==> config.mk <==
export PLATFORM = sky130hd
export DESIGN_NAME = ram
export DESIGN_NICKNAME = d
export VERILOG_FILES = /design/src/rtl/ram.sv
export SDC_FILE = /design/constraint.sdc
export NUM_CORES = 1
export LEC_CHECK = 0
export ABC_AREA = 1
export CAP_MARGIN = 30
export CELL_PAD_IN_SITES_DETAIL_PLACEMENT = 1
export CELL_PAD_IN_SITES_GLOBAL_PLACEMENT = 2
export CORE_ASPECT_RATIO = 0.8
export CORE_MARGIN = 1.5
export CORE_UTILIZATION = 40
export CTS_CLUSTER_DIAMETER = 60
export DETAILED_ROUTE_END_ITERATION = 10
export PLACE_DENSITY = 0.94
export SLEW_MARGIN = 20
export SYNTH_ARGS = -nofsm -noshare
export SYNTH_HDL_FRONTEND = slang
export SYNTH_SLANG_ARGS = --single-unit
==> constraint.sdc <==
create_clock -name clk -period 5.7 [get_ports clk]
set_clock_uncertainty 0.15 [all_clocks]
set_input_delay 1.14 -clock clk [delete_from_list [all_inputs] [get_ports clk]]
set_output_delay 1.14 -clock clk [all_outputs]
set_load 0.02 [all_outputs]
==> src/rtl/ram.sv <==
// 32x32 single-port RAM with synchronous write and combinational read.
// Defining RAM_READ_REG_EN registers the read data with one cycle of latency.
module ram #(
    parameter int DATA_WIDTH = 32,
    parameter int ADDR_WIDTH = 5
) (
    input  logic                  clk,
    input  logic                  ena,
    input  logic                  wena,
    input  logic [ADDR_WIDTH-1:0] addr,
    input  logic [DATA_WIDTH-1:0] data_in,
    output logic [DATA_WIDTH-1:0] data_out,
    input  logic                  rst_n
);

    localparam int DEPTH = 2 ** ADDR_WIDTH;

    logic [DATA_WIDTH-1:0] mem [DEPTH];
    logic                  wr_en;
    logic                  rd_en;
    logic [DATA_WIDTH-1:0] rd_data;

    // An unknown ena/wena falls to the else branch, so mem is never written
    assign wr_en   = ena && wena;
    assign rd_en   = ena && !wena;
    assign rd_data = rd_en ? mem[addr] : '0;

    always_ff @(posedge clk or negedge rst_n) begin
        if (!rst_n) begin
            for (int i = 0; i < DEPTH; i++) begin
                mem[i] <= '0;
            end
        end else if (wr_en) begin
            mem[addr] <= data_in;
        end
    end

`ifdef RAM_READ_REG_EN
    logic [DATA_WIDTH-1:0] rd_q;

    always_ff @(posedge clk or negedge rst_n) begin
        if (!rst_n) begin
            rd_q <= '0;
        end else begin
            rd_q <= rd_data;
        end
    end

    assign data_out = rd_q;
`else
    assign data_out = rst_n ? rd_data : '0;
`endif

endmodule

Word level (Yosys, flattened, before mapping)
Cells that the tools add are included.
{ "classes": {"n_lt_le_gt_ge": 2, "muxes": 8, "bitwise": 1, "reduce_logical": 4} }
{ "ops": {"columns": ["operator", "n"], "rows": [
  ["$bwmux 1024", 1],
  ["$bmux 32 s5", 1],
  ["$demux 32 s5", 1],
  ["$mux 32", 5],
  ["$ge 6x6->1 const B", 1],
  ["$lt 6x1->1 const B", 1],
  ["$not 5->6", 1],
  ["$logic_and 1x1->1", 3],
  ["$logic_not 1->1", 1]
]} }
{ "word_totals": {"ff_bits": 1024} }

Logic depth before layout (Yosys ltp)
Gate-level depths: netlist (run 1).
{ "logic_depth": {"word_depth": 6, "depth_mapped": 11} }

Worst setup path after synthesis (run 1)
No wires, ideal clock.
{ "synth_timing": {"path_type": "input-to-output", "start": "in addr[0]", "end": "out data_out[11]", "arrival_time_ns": 2.592, "t_required_ns": 4.410, "setup_slack_ns": 1.818, "path_stages": 11, "path_buffers": 3, "path_cell_list": "buf_2 clkbuf_1 clkbuf_1 nand2_1 nand2_1 nand2_1 nand2_1 nand2_1 nand2_1 nor2_1 a21oi_1"} }
{ "synth_via": {"elab_chain_cells": 6} }
{ "synth_lines": {"columns": ["element", "line", "source"], "rows": [
  ["from (decl)", "10", "input logic [ADDR_WIDTH-1:0] addr,"],
  ["$not 5->6 (not written as such)", "26", "assign rd_data = rd_en ? mem[addr] : '0;"],
  ["$bmux 32 s5", "26", null],
  ["$mux 32 (not written as such) (2 in a row)", "26", null],
  ["$mux 32", "26", null],
  ["$mux 32", "51", "assign data_out = rst_n ? rd_data : '0;"],
  ["to (decl)", "12", "output logic [DATA_WIDTH-1:0] data_out,"]
]} }
Every way passes these cells. The select of a mux whose other input is x is not followed.

Worst setup path in the final report (run 1)
{ "layout_timing": {"start": "in addr[4]", "end": "out data_out[0]"} }
Same word-level chain as after synthesis.

==> out/results.ini, run 1 <==
[cts]
tritoncts = done
cts-htree-levels = 3
cts_buffer_count = 107
holdBufCountCts = 0
post-cts-setup-buffers = 0
clk-insertion-delay-late_ns = 0.72
ctsRootBufferMaster = clkbuf_16
clk_pin_slew_worst_paths_ns = 0.06
post_cts.resized_instances = 0
cts.sinks = 1024
clockBufferDepth = 3

[critical_path]
crit_path_start_kind = input pin
cp_top_family = buffers and inverters
critical_path_at_ns = 3.84
crit_buf_inv = 4
critical-path-max-stage-delay_ns = 0.69
crit_path_top_delay_cell = clkdlybuf4s50_1
crit_fanout = 36
setup.worst_path.class = input pin to output pin
worst_setup_path_end_kind = output pin
crit_chain = clkdlybuf4s50_1 -> buf_4 -> nor3_4 -> buf_12 -> nand2_1 -> nand2_1 -> nor2_1 -> a21oi_1 -> clkdlybuf4s50_1
worst_ep_required_time_ns = 4.41

[yosys]
seq_area_frac_synth_pct = 54.2
yosys-top-cells-count = nand2_1, dfrtp_1, o21ai_0
synth-main-ff-cell = dfrtp_1
ys_ff_latch = 1024
synth-edff-count = 0
synthMostInstantiatedCell = nand2_1
synthCells = 6366
postSynth.asyncResetShare_pct = 100
postSynthNetCount = 6407
cell_area_after_synthesis_um2 = 47200
netlist.area_leader.share_pct = 54.2
yosysTopAreaCell = dfrtp_1
post_synth_main_area_contributors = dfrtp_1, nand2_1, o21ai_0, clkbuf_1, o21ai_1
syn_avg_cell_area_um2 = 7.42
ys_types = 15
ys_warn_count = 0

[layout]
num_antenna_cells = 0
syn_to_final_growth_pct = 14.1
register_area_um2 = 25600
multi_input_comb_area_um2 = 19800
instances_no_fill = 7820
utilization_pct = 46.1
nets = 6239
reg.largest.list = mem (1024)
final_layout_size_suffix_gt1_share_pct = 6.02
largest_register_ffs = 1024
fillerInstances = 14300
max_flop_register = mem

[sta]
fmax_mhz = 195
report.final.setup_viol = 0
max_slew_margin_pct = 21.5
final-hold-violation-count = 0
postLayoutSetupSlackWorst_ns = 0.575
period_minus_slack_ns = 5.13
final.setup.tns_ns = 0
setup_repair_after_global_routing_missed_its_margin = false
fin_crit_sh_pct = 89.9
slew_violations = 0
worst_slew_pin_slew_ns = 1.18

[detailed_routing]
drt-total-wl_um = 165000
router_iterations_before_antenna_repair = 8
drc_errors = 0
detail_route.wl_per_cell_um = 21.1
detailroute.via_count = 42200
initialDrtViolationCount = 3114
viasPerCell = 5.39
drtAntennaViolNets = 0

[placed_design]
numPortBuffers = 72
detailedPlacementHpwl_um = 92300
gpl.final_weighted_congestion = 0.792
post-place-ws_ns = 0.653
placed_cells = 7602

[power_and_ir_drop]
vdd.ir_drop.worst_mv = 0.223
total_power_uw = 18500
leakage_uw = 0.0277
power.density_nw_per_um2 = 343

[global_route]
globalRouteTotalUtil_pct = 27.7
maximum_number_of_pins_on_one_net_before_global_route_repair = 176
vias_in_the_first_global_route = 43300
grt_pass1_wl_um = 260000
gr-total-overflow = 0
antenna_found_initial = 2

[job]
max_cap_violations = 0

[floorplan]
die_height_um = 310
fp.dieW_um = 387
start_util_pct = 40.4
core_footprint_um2 = 117000
fp.dieArea_um2 = 120000
floorplan.io_pins = 73
core.rowCount = 112

[run_status]
result_of_the_run = complete, no violations

[hold_path]
hp-class = input pin to asynchronous set/reset pin

## power breakdown
part	switching [uW]	internal, uW	total (uW)	leakage, uW
Combinational	1540	861	2400	0.0122
Sequential	516	8210	8730	0.0137
Clock	3090	4250	7340	0.00180
Total	5140	13300	18500	0.0277
## area by class of cell
cell class | instances | share of cell area, %
Inverter | 37 | 0.285
Clock buffer | 156 | 5.95
Sequential cell | 1024 | 47.5
Multi-Input combinational cell | 4814 | 36.7
Timing Repair Buffer | 214 | 5.13
Tap cell | 1539 | 3.57
Clock inverter | 36 | 0.787
## cells in the final DEF (no fill, tap or decap), drive strengths merged
cell type | Yosys | layout
nand2 | 3585 | 3585
dfrtp | 1024 | 1024
o21ai | 1024 | 1024
clkbuf | 470 | 156
buf | 21 | 155
nand3 | 96 | 96
nor2 | 64 | 64
clkdlybuf4s50 | 0 | 59
inv | 37 | 40
a21oi | 32 | 32
clkinv | 0 | 21
nor3 | 12 | 12
bufinv | 0 | 8
clkinvlp | 0 | 4
nand3b | 1 | 1
## kinds of logic (layout without fill, tap and decap cells)
group | Yosys count | count (layout) | synth area share [%]
AO/OA/AOI/OAI | 1056 | 1056 | 11.2
buffers and inverters | 528 | 443 | 4.22
AND/OR/NAND/NOR | 3758 | 3758 | 30.3
flip-flops | 1024 | 1024 | 54.2
## worst reg2reg max path, stage by stage (launching register included)
cell	delay (ns)
dfrtp_1	0.40
nand2_1	0.07
o21ai_0	0.15
## metrics by stage
step	area (um^2)	hold WS (ns)
global route	53900	0.119
global placement	49400	0.315
CTS	53300	0.113
floorplan	47200	0.303
finish	53900	0.147
detailed placement	49700	0.323
## per-layer routing
layer / track usage, % / up-vias / wire (um)
met2: 45.2 / 1005 / 75500
met5: 0 / - / 13
li1: - / 19600 / -
met1: 39.3 / 21300 / 77100
met4: 7.05 / 2 / 3700
met3: 3.19 / 219 / 8660
## final timing paths
kind                          start           to  slack [ns]  depth (start not counted)
setup / recovery            addr[4]  data_out[0]        0.57                          9
hold / removal                rst_n     mem[775]        0.15                          1
setup reg to reg           mem[100]     mem[100]        4.75                          2
hold reg to reg            mem[975]     mem[975]        0.33                          2
max in group asynchronous     rst_n     mem[125]        2.66                          5
min in group clk           mem[975]     mem[975]        0.33                          2
Note: power is estimated with default switching activity, not from simulation.
==> inputs of run 2 (changes only) <==
Settings changed: ABC_AREA 1 to 0, PLACE_DENSITY 0.94 to 0.8.
Clock period 5.7 ns to 5 ns, I/O delays scaled along.
==> out/results.ini, run 2 <==
[yosys]
seq_area_frac_synth_pct = 54.9  ; +0.67 points
synth-edff-count = 0  ; unchanged
netlist.area_leader.share_pct = 54.9  ; +0.67 points
ys_types = 32  ; +17
synthCells = 3335  ; -48%
yosysTopAreaCell = dfrtp_1
post_synth_main_area_contributors = dfrtp_1, mux2_2, mux2i_1, o22ai_1, mux2_1
cell_area_after_synthesis_um2 = 46700  ; -1.2%
postSynthNetCount = 3376  ; -47%
synthMostInstantiatedCell = dfrtp_1
yosys-top-cells-count = dfrtp_1, mux2_2, mux2i_1
ys_warn_count = 0  ; unchanged
ys_ff_latch = 1024  ; unchanged
syn_avg_cell_area_um2 = 14.0  ; +89%
synth-main-ff-cell = dfrtp_1
postSynth.asyncResetShare_pct = 100  ; unchanged

[layout]
nets = 3454  ; -45%
max_flop_register = mem
final_layout_size_suffix_gt1_share_pct = 40.5  ; +34 points
largest_register_ffs = 1024  ; unchanged
layout.cells.most_common = dfrtp_1
fin_area_um2 = 53700  ; -0.41%
syn_to_final_growth_pct = 15.1
commonest_cells_after_routing_fill_and_taps_aside = dfrtp_1, mux2_2, mux2i_1, o22ai_1, buf_4
reg.largest.list = mem (1024)

[detailed_routing]
initialDrtViolationCount = 1923  ; -38%
drt-total-wl_um = 137000  ; -17%
detail_route.wl_per_cell_um = 27.2  ; +29%
router_iterations_before_antenna_repair = 5  ; -3
viasPerCell = 5.68  ; +5.4%
detailroute.via_count = 28500  ; -32%
drc_errors = 0  ; unchanged
drtAntennaViolNets = 0  ; unchanged

[sta]
setup_repair_after_global_routing_missed_its_margin = false
report.final.setup_viol = 0  ; unchanged
fmax_mhz = 201
max_slew_margin_pct = 29.5  ; +8.0 points
fin_crit_sh_pct = 99.5
period_minus_slack_ns = 4.97
worst_slew_pin_slew_ns = 1.06  ; -0.120 ns
final-hold-violation-count = 0  ; unchanged
final.setup.tns_ns = 0  ; unchanged
slew_violations = 0  ; unchanged

[critical_path]
worst_setup_path_end_kind = output pin
critical_path.reg2reg.endpoint = mem[621]
crit_path_top_delay_cell = clkdlybuf4s50_1
crit_buf_inv = 6  ; +2
crit_chain = clkdlybuf4s50_1 -> buf_12 -> buf_4 -> nand4bb_4 -> buf_4 -> o22ai_1 -> nor4_1 -> a31oi_1 -> buf_4 -> clkdlybuf4s50_1
startpoint = addr[1]
critical-path-max-stage-delay_ns = 0.53  ; -0.16 ns
crit-reg2reg-launch = mem[621]
timing.critical_path.depth = 10  ; +1
cpMostUsedCell = buf_4
cp_top_family = buffers and inverters
crit_fanout = 17  ; -53%
critical_path_at_ns = 3.82  ; -0.02 ns
worst-r2r-cell-count = 1  ; -1
setup.worst_path.class = input pin to output pin
worst_ep_required_time_ns = 3.85  ; -0.56 ns
critPathCapture = data_out[24]
crit_path_start_kind = input pin
r2r_slack_ns = 4.04  ; -0.71 ns

[placed_design]
dpl_cell_area_um2 = 50100  ; +0.74%
numPortBuffers = 72  ; unchanged
detailedPlacementHpwl_um = 84700  ; -8.3%
gpl.final_weighted_congestion = 0.798  ; +0.78%

[cts]
clockBufferDepth = 3  ; unchanged
ctsRootBufferMaster = clkbuf_16
post-cts-setup-buffers = 0  ; unchanged
clk-insertion-delay-late_ns = 0.69  ; -0.03 ns
cts-htree-levels = 3  ; unchanged
cts.sinks = 1024  ; unchanged
clk_pin_slew_worst_paths_ns = 0.06  ; about the same
cts_buffer_count = 108  ; +0.93%
tritoncts = done

[job]
max_cap_violations = 0  ; unchanged

[floorplan]
start_util_pct = 40.5  ; +0.11 points
core.rowCount = 111  ; -0.89%
fp.dieW_um = 385  ; -0.61%
fp.dieArea_um2 = 119000  ; -1.2%
die_height_um = 308  ; -0.61%
floorplan.io_pins = 73  ; unchanged
core_footprint_um2 = 115000  ; -1.5%

[global_route]
grt_pass1_wl_um = 208000  ; -20%
maximum_number_of_pins_on_one_net_before_global_route_repair = 179  ; +1.7%
gr-total-overflow = 0  ; unchanged
vias_in_the_first_global_route = 30900  ; -29%
antenna_found_initial = 4  ; +2
globalRouteTotalUtil_pct = 23.4  ; -4.3 points

[power_and_ir_drop]
vdd.ir_drop.worst_mv = 0.295  ; +32%
leakage_uw = 0.0255  ; -7.7%
power.density_nw_per_um2 = 378  ; +10%

[run_status]
result_of_the_run = complete, no violations

[hold_path]
hp-class = register to register
hold_path.startpoint = mem[169]

run 2: how the worst min path moves through the flow:
stage / to / cells past startpoint
after floorplan: mem[230] / 1
final: mem[169] / 1
after detailed placement: mem[169] / 1
after CTS: mem[169] / 1
after global routing: mem[626] / 1
after global placement: mem[598] / 1
run 2: cells by family after synthesis:
logic type,synth area share (%)
simple gates,2.06
mux,35.7
buf+inv,3.46
flops,54.9
compound gates,3.86
run 2: area by class of cell:
cell class                      instances  area [um^2]
Clock inverter                         20          169
Clock buffer                          171         3290
Fill cell                           11300        61500
Sequential cell                      1024        25600
Multi-Input combinational cell       1989        19700
Tap cell                             1525         1910
Antenna cell                            1         2.50
Timing Repair Buffer                  290         2990
run 2: per-layer routing:
layer	wire (um)	up-vias	global-route usage (%)
met4	3800	2	6.38
met3	6160	196	3.80
li1	-	12400	-
met2	61800	522	36.2
met5	13	-	0
met1	64900	15400	34.0
run 2: stage by stage:
step                      util [%]  setup slack (ns)  std cells  power [uW]  hold WS, ns
after floorplan                  -              1.27       3335       11600        0.307
after CTS                     46.5           0.00413       5015       20500        0.337
after global routing          46.6           0.00281       5019       21100        0.348
after global placement        43.2          -0.00905       4802       12400        0.316
final                         46.6            0.0250       5020       20300        0.333
after detailed placement      43.5           -0.0148       4823       12600        0.324
run 2: timing repair:
action | 4_1_cts | 5_1_grt
resized for setup | 2 | 18
hold buffers | 1 | 0
endpoints found under the hold margin | 15 | 0
setup endpoints to repair | 2 | 14
run 2: report_power, final:
part / internal, uW / switching, uW
Combinational: 1300 / 1160
Clock: 4540 / 3340
Sequential: 9390 / 563
